**src/rtl/pipe_pkg.sv**
```systemverilog
// Shared definitions for the elastic pipeline stage: occupancy encodings and default widths.
package pipe_pkg;
  localparam int DATA_W_DEF = 16;
  localparam int CTRL_W_DEF = 5;

  typedef enum logic [1:0] {
    OCC_EMPTY = 2'd0,
    OCC_ONE   = 2'd1,
    OCC_FULL  = 2'd2
  } occ_e;
endpackage

```
**src/rtl/pipe_entry.sv**
```systemverilog
// One pipeline entry: valid + ctrl + data. Clear drops the beat to a NOP but keeps the payload.
module pipe_entry #(
  parameter int DATA_W = 16,
  parameter int CTRL_W = 5
) (
  input  logic              clk,
  input  logic              rst_n,
  input  logic              load_i,
  input  logic              clear_i,
  input  logic [CTRL_W-1:0] ctrl_i,
  input  logic [DATA_W-1:0] data_i,
  output logic              valid_o,
  output logic [CTRL_W-1:0] ctrl_o,
  output logic [DATA_W-1:0] data_o
);
  logic              valid_q;
  logic [CTRL_W-1:0] ctrl_q;
  logic [DATA_W-1:0] data_q;

  // Clear wins over load so a flush discards any beat arriving in the same cycle.
  always_ff @(posedge clk or negedge rst_n) begin
    if (!rst_n) begin
      valid_q <= 1'b0;
      ctrl_q  <= '0;
      data_q  <= '0;
    end else if (clear_i) begin
      valid_q <= 1'b0;
      ctrl_q  <= '0;
    end else if (load_i) begin
      valid_q <= 1'b1;
      ctrl_q  <= ctrl_i;
      data_q  <= data_i;
    end
  end

  assign valid_o = valid_q;
  assign ctrl_o  = ctrl_q;
  assign data_o  = data_q;
endmodule

```
**src/rtl/elastic_pipe_stage.sv**
```systemverilog
// Valid/ready pipeline register with optional skid entry; flush turns the stage into a bubble.
module elastic_pipe_stage
  import pipe_pkg::*;
#(
  parameter int DATA_W = DATA_W_DEF,
  parameter int CTRL_W = CTRL_W_DEF,
  parameter bit SKID   = 1'b1
) (
  input  logic              clk,
  input  logic              rst_n,
  input  logic              flush,
  input  logic              in_valid,
  output logic              in_ready,
  input  logic [CTRL_W-1:0] in_ctrl,
  input  logic [DATA_W-1:0] in_data,
  output logic              out_valid,
  input  logic              out_ready,
  output logic [CTRL_W-1:0] out_ctrl,
  output logic [DATA_W-1:0] out_data,
  output logic [1:0]        occupancy
);
  occ_e              occ_q, occ_d;
  logic              in_fire, out_fire;
  logic              main_load, main_clear, skid_load, skid_clear;
  logic              main_valid, skid_valid;
  logic [CTRL_W-1:0] main_ctrl, skid_ctrl, main_ctrl_in;
  logic [DATA_W-1:0] main_data, skid_data, main_data_in;

  assign in_fire  = in_valid & in_ready;
  assign out_fire = main_valid & out_ready;

  always_ff @(posedge clk or negedge rst_n) begin
    if (!rst_n) occ_q <= OCC_EMPTY;
    else        occ_q <= occ_d;
  end

  always_comb begin
    occ_d      = occ_q;
    main_load  = 1'b0;
    main_clear = 1'b0;
    skid_load  = 1'b0;
    skid_clear = 1'b0;
    if (flush) begin
      occ_d      = OCC_EMPTY;
      main_clear = 1'b1;
      skid_clear = 1'b1;
    end else begin
      case (occ_q)
        OCC_EMPTY: if (in_fire) begin
          main_load = 1'b1;
          occ_d     = OCC_ONE;
        end
        OCC_ONE: begin
          if (in_fire && out_fire) begin
            main_load = 1'b1;
          end else if (in_fire && SKID) begin
            skid_load = 1'b1;
            occ_d     = OCC_FULL;
          end else if (out_fire) begin
            main_clear = 1'b1;
            occ_d      = OCC_EMPTY;
          end
        end
        OCC_FULL: if (out_fire) begin
          main_load  = 1'b1;
          skid_clear = 1'b1;
          occ_d      = OCC_ONE;
        end
        default: occ_d = OCC_EMPTY;
      endcase
    end
  end

  // Main refills from the skid when draining a full stage, otherwise from upstream.
  assign main_ctrl_in = skid_valid ? skid_ctrl : in_ctrl;
  assign main_data_in = skid_valid ? skid_data : in_data;

  pipe_entry #(.DATA_W(DATA_W), .CTRL_W(CTRL_W)) u_main (
    .clk(clk), .rst_n(rst_n), .load_i(main_load), .clear_i(main_clear),
    .ctrl_i(main_ctrl_in), .data_i(main_data_in),
    .valid_o(main_valid), .ctrl_o(main_ctrl), .data_o(main_data)
  );

  generate
    if (SKID) begin : g_skid
      logic rdy_q;

      pipe_entry #(.DATA_W(DATA_W), .CTRL_W(CTRL_W)) u_skid (
        .clk(clk), .rst_n(rst_n), .load_i(skid_load), .clear_i(skid_clear),
        .ctrl_i(in_ctrl), .data_i(in_data),
        .valid_o(skid_valid), .ctrl_o(skid_ctrl), .data_o(skid_data)
      );

      always_ff @(posedge clk or negedge rst_n) begin
        if (!rst_n) rdy_q <= 1'b1;
        else        rdy_q <= (occ_d != OCC_FULL);
      end
      assign in_ready = rdy_q;
    end else begin : g_noskid
      assign skid_valid = 1'b0;
      assign skid_ctrl  = '0;
      assign skid_data  = '0;
      assign in_ready   = ~main_valid | out_ready;
    end
  endgenerate

  assign out_valid = main_valid;
  assign out_ctrl  = main_valid ? main_ctrl : '0;
  assign out_data  = main_data;
  assign occupancy = occ_q;
endmodule

```
**config.mk**
```make
export PLATFORM = sky130hd
export DESIGN_NAME = elastic_pipe_stage
export DESIGN_NICKNAME = d
export VERILOG_FILES = /design/src/rtl/pipe_pkg.sv /design/src/rtl/pipe_entry.sv /design/src/rtl/elastic_pipe_stage.sv
export SDC_FILE = /design/constraint.sdc
export NUM_CORES = 1
export LEC_CHECK = 0
export CORE_ASPECT_RATIO = 1.5
export CORE_MARGIN = 1
export CORE_UTILIZATION = 45
export DETAILED_ROUTE_END_ITERATION = 8
export PLACE_DENSITY = 0.76
export SLEW_MARGIN = 20
export SYNTH_ARGS = -nofsm -noshare
export SYNTH_HDL_FRONTEND = slang
export SYNTH_SLANG_ARGS = --single-unit
```
**constraint.sdc**
```tcl
create_clock -name clk -period 1.6 [get_ports clk]
set_clock_uncertainty 0.05 [all_clocks]
set_input_delay 0.24 -clock clk [delete_from_list [all_inputs] [get_ports clk]]
set_output_delay 0.24 -clock clk [all_outputs]
set_load 0.05 [all_outputs]
```
# Word level (Yosys, flattened, before mapping)
# Cells that the tools add are included.
# word_totals
reg_bits	47
input_bits	26
out_inout_bits	25
# classes
eq_ne	3
mux	32
bitwise	4
n_reduce_logical	6
# op_table
cell	n
5-bit 2-to-1 mux	6
1-bit 2-to-1 mux	17
16-bit 2-to-1 mux	1
2-bit 2-to-1 mux	6
2-bit one-hot mux with 3 select lines	1
2-bit AND reduction	2
2-bit nonzero test	2
1-bit one-hot mux with 3 select lines	1
1-bit bitwise AND	2
2-bit by 1-bit == test with 1-bit output (second input constant)	1
2-bit == test (second input constant)	1
2-bit logical NOT	1
2-bit != test (second input constant)	1
1-bit NOT	2
1-bit logical AND	1

# Longest topological paths before layout
# logic_depth
depth_word	8
mapped_depth	6

# By module
# From an unflattened synthesis, not the netlist that was laid out.
# unflattened
hier_cells	158
hier_area_um2	2287.2
# by_module_without_submodules
mod	n_inst	cells_per_inst	area_per_inst_um2
pipe_entry	2	54	900.9
elastic_pipe_stage	1	50	485.5

# Worst setup path before layout
# OpenSTA, ideal clock, no wires.
# synth_timing
path_kind	register to register
start	reg u_main.valid_q (netlist: u_main.valid_o)
end	reg u_main.data_q[10] (netlist: u_main.data_o[10])
setup_ns	0.125
arrival_ns	1.893
path_slack_ns	-0.468
stages_incl_launch_ff	7
n_path_buf	2
cell_sequence	dfrtp_1 > buf_4 > nand3_1 > a21o_1 > a21oi_4 > buf_12 > mux2_4
# synth_via
elab_chain_len	8
word_cells_on_any_way	12
# synth_lines
element	line	text
start: declaration	pipe_entry.sv:16	logic valid_q;
start signal: assignment	pipe_entry.sv:23	valid_q <= 1'b0;
start signal: assignment	pipe_entry.sv:27	valid_q <= 1'b0;
start signal: assignment	pipe_entry.sv:30	valid_q <= 1'b1;
1-bit bitwise AND (*)	elastic_pipe_stage.sv:30	assign out_fire = main_valid & out_ready;
1-bit 2-to-1 mux	elastic_pipe_stage.sv:59, elastic_pipe_stage.sv:64	
1-bit 2-to-1 mux	elastic_pipe_stage.sv:56	end else if (in_fire && SKID) begin
1-bit 2-to-1 mux	elastic_pipe_stage.sv:54	if (in_fire && out_fire) begin
1-bit 2-to-1 mux	elastic_pipe_stage.sv:48	case (occ_q)
1-bit 2-to-1 mux	elastic_pipe_stage.sv:43	if (flush) begin
1-bit NOT (no source line)	-	
2-bit AND reduction (no source line) (*)	-	
end signal: assignment	pipe_entry.sv:32	data_q <= data_i;
end: declaration	pipe_entry.sv:18	logic [DATA_W-1:0] data_q;
# Mark *: on every way between the ends. The rest lies on a longest branch, timed or not.
# A chain may end at the register's enable or synchronous reset.

# Worst setup path after layout
# layout_timing
start	reg g_skid.rdy_q (netlist: in_ready)
end	reg u_main.data_q[15] (netlist: u_main.data_o[15])
# layout_via
elab_chain_len	7
word_cells_on_any_way	12
# layout_lines
element	line	text
start: declaration	elastic_pipe_stage.sv:86	logic rdy_q;
start signal: assignment	elastic_pipe_stage.sv:96	else rdy_q <= (occ_d != OCC_FULL);
1-bit bitwise AND (*)	elastic_pipe_stage.sv:29	assign in_fire = in_valid & in_ready;
1-bit 2-to-1 mux / 1-bit logical AND (equally long branches)	elastic_pipe_stage.sv:56, elastic_pipe_stage.sv:54	
1-bit 2-to-1 mux	elastic_pipe_stage.sv:54	
1-bit 2-to-1 mux	elastic_pipe_stage.sv:48	
1-bit 2-to-1 mux	elastic_pipe_stage.sv:43	
1-bit NOT (no source line)	-	
2-bit AND reduction (no source line) (*)	-	
# Marks and branches as above.

==> impl_metrics.py <==
metrics = {
    "run_status": {
        "status": "finished with violations",
        "violations": "setup timing",
    },
    "sta": {
        "fin_crit_ns": 1.77,
        "hold_violations": 0,
        "setup_viol": 37,
        "worst_slack_ns": -0.170,
        "fin_tns_setup_ns": -4.32,
        "hold_ws_ns": 0.355,
        "slew_headroom": 0.703,
        "timing.final.crit_share": 1.11,
        "drv_slew": 0,
        "rsz0062_at_grt": "yes",
        "worst_pin_slew_ns": 0.445,
        "timing.fmax_mhz": 565,
    },
    "floorplan": {
        "core-area_um2": 4770,
        "dieArea_um2": 5230,
        "die_h_um": 88.1,
        "start_util": 0.466,
        "die_w_um": 59.4,
        "pin_count": 51,
        "std_cell_rows": 31,
    },
    "detailed_routing": {
        "routed-via-count": 1588,
        "drcViolationCount": 0,
        "drt_iter0_markers": 32,
        "wl_per_cell_um": 15.1,
        "antenna_left": 0,
        "drt-total-wl_um": 4810,
        "first_pass_iters": 3,
        "avgViaCountPerCell": 4.99,
    },
    "pwr": {
        "clkPwrFrac": 0.197,
        "p_per_area_nw_per_um2": 1340,
        "seqPwrFrac": 0.390,
        "irDropWorstVdd_v": 0.000915,
        "power.leakage_uw": 0.00155,
        "p_switching_uw": 1580,
        "switching_share": 0.352,
        "combPwrFrac": 0.413,
        "p_int_uw": 2910,
    },
    "critical_path": {
        "cp_top_family": "flip-flops",
        "critPathMaxStageDelay_ns": 0.57,
        "crit_required_ns": 1.75,
        "slowest_stage": "dfstp_2",
        "path_max_fanout": 8,
        "path_class": "register to register",
        "worst-path-buf-inv": 1,
        "arrival_ns": 1.91,
        "rr_worst_depth": 5,
        "regToRegSetupSlack_ns": -0.17,
        "cp_cell_sequence": "nand3b_1, a21o_1, a21oi_4, clkbuf_16, mux2_4",
        "rr_startpoint": "in_ready",
        "worstReg2RegEnd": "u_main.data_o[15]",
        "critPathLaunchType": "register",
        "end_kind": "register",
    },
    "synthesis": {
        "yosysMostFrequentCell": "dfrtp_1",
        "synth_top_cell_by_area": "dfrtp_1",
        "synth_edf_count": 0,
        "synth_warnings": 0,
        "synth_common_cells": "46 x dfrtp_1, 29 x mux2_2, 12 x nand2_1",
        "ys_ff_latch": 47,
        "syn-num-nets": 198,
        "post-synth-top-area-fraction": 0.518,
        "syn_inst": 172,
        "netlist_top_cells_area": "dfrtp_1 52%, mux2_2 15%, mux2_4 6.8%",
        "seq_area_frac_synth": 0.530,
        "synth.cell_area_um2": 2220,
        "synthFlopType": "dfrtp_1",
        "synth.distinct_cells": 28,
        "syn_area_per_cell_um2": 12.9,
        "async_flop_share": 1.00,
    },
    "layout": {
        "drive_gt1_frac": 0.540,
        "antenna_cells": 0,
        "final_util": 0.702,
        "fillers": 358,
        "syn_to_final_growth_pct": 50.8,
        "layout.nets": 277,
    },
    "global_route": {
        "grt_pass1_wl_um": 7670,
        "grt_max_degree": 21,
        "antenna_found_initial": 0,
        "grt_pass1_vias": 1576,
        "grt_overflow": 0,
        "grt_use_total": 0.202,
    },
    "clock_tree": {
        "insertion_delay_ns": 0.31,
        "cts_num_sinks": 47,
        "clockBufferDepth": 2,
        "root_buffer": "clkbuf_8",
        "tritoncts": "done",
        "cts.clk_slew.worst_paths_ns": 0.09,
        "htree_levels": 2,
        "cts_buffers": 5,
    },
    "placement": {
        "dp_hpwl_um": 3230,
        "io_buffers": 50,
        "gp_congestion": 0.886,
        "dp_slack_ns": -0.392,
    },
    "flow_run": {
        "drv_cap": 0,
    },
    "min_path": {
        "hp-class": "input pin to asynchronous set/reset pin",
    },
}
## per-layer routing
metal | GRT usage | part of all wire
met1 | 0.251 | 0.42
met3 | 0.0414 | 0.030
met2 | 0.339 | 0.53
met5 | 0 | 0
met4 | 0.0779 | 0.016
## what timing repair did
action / CTS / global route
gates resized for setup: 9 / 12
cloned: 2 / 1
endpoints found under the setup margin: 37 / 38
hold buffers: 1 / 0
setup buffers: 1 / 2
hold endpoints to repair: 17 / 0
pin swaps: 0 / 3
## layout make-up
| class | instances | area (µm²) | area share |
|---|---|---|---|
| flip-flops and latches | 47 | 1180 | 0.353 |
| multi-input cells | 111 | 1070 | 0.319 |
| repair buffers | 80 | 882 | 0.263 |
| well taps | 66 | 82.6 | 0.0246 |
| clock buffers | 5 | 68.8 | 0.0205 |
| clock inverters | 3 | 43.8 | 0.0131 |
| inverters | 6 | 22.5 | 0.00672 |
## cells by family (layout without fill, tap and decap cells)
logic type	count (synthesis)	after routing	synth area share
buffers and inverters	14	94	0.0338
AO/OA/AOI/OAI	20	20	0.0709
multiplexers	48	48	0.260
AND/OR/NAND/NOR	43	43	0.105
flip-flops	47	47	0.530
## registers in the layout, summed over array words and instances, names as in the netlist
signal,count
u_main.valid_o,1
u_main.ctrl_o,5
g_skid.u_skid.data_o,16
occupancy,2
g_skid.u_skid.valid_o,1
g_skid.u_skid.ctrl_o,5
in_ready,1
u_main.data_o,16
## layout by cell type, fill, tap and decap left out, drive strengths merged
cell type      instances
nor3                  10
nand4b                 1
bufinv                 1
clkinv                 2
a21o                   2
dlygate4sd3            1
clkbuf                 8
nand2                 12
and2                   6
or3                    1
nor2b                  1
mux2                  48
nand3b                 1
o21ai                  5
a31o                   1
clkdlybuf4s50         24
buf                   52
a21oi                  6
dfstp                  1
o221a                  5
inv                    6
nor2                   2
dfrtp                 46
a211oi                 1
and3b                  1
nand3                  8
## power by group through the flow
stage	registers, µW	logic, µW	clock network, µW
floorplan	2260	668	0
global placement	1760	1740	0
detailed placement	1760	1770	0
CTS	1750	1810	895
global route	1800	1950	939
finish	1750	1860	883
## per-stage QoR
| stage | power (µW) | instances | cell area [µm²] |
|---|---|---|---|
| final | 4490 | 318 | 3350 |
| after global routing | 4680 | 318 | 3350 |
| after CTS | 4460 | 316 | 3290 |
| after detailed placement | 3530 | 304 | 3080 |
| after global placement | 3500 | 304 | 3080 |
| after floorplan | 2930 | 172 | 2300 |
## how the worst max path moves through the flow
stage | startpoint | cells after the start | endpoint
after global routing | in_ready | 5 | u_main.data_o[9]
final | in_ready | 5 | u_main.data_o[15]
after global placement | out_ready | 6 | u_main.data_o[2]
after detailed placement | in_valid | 6 | u_main.data_o[2]
after CTS | in_ready | 5 | u_main.data_o[0]
after floorplan | in_ready | 5 | u_main.data_o[10]
(Power assumes the default switching activity.)
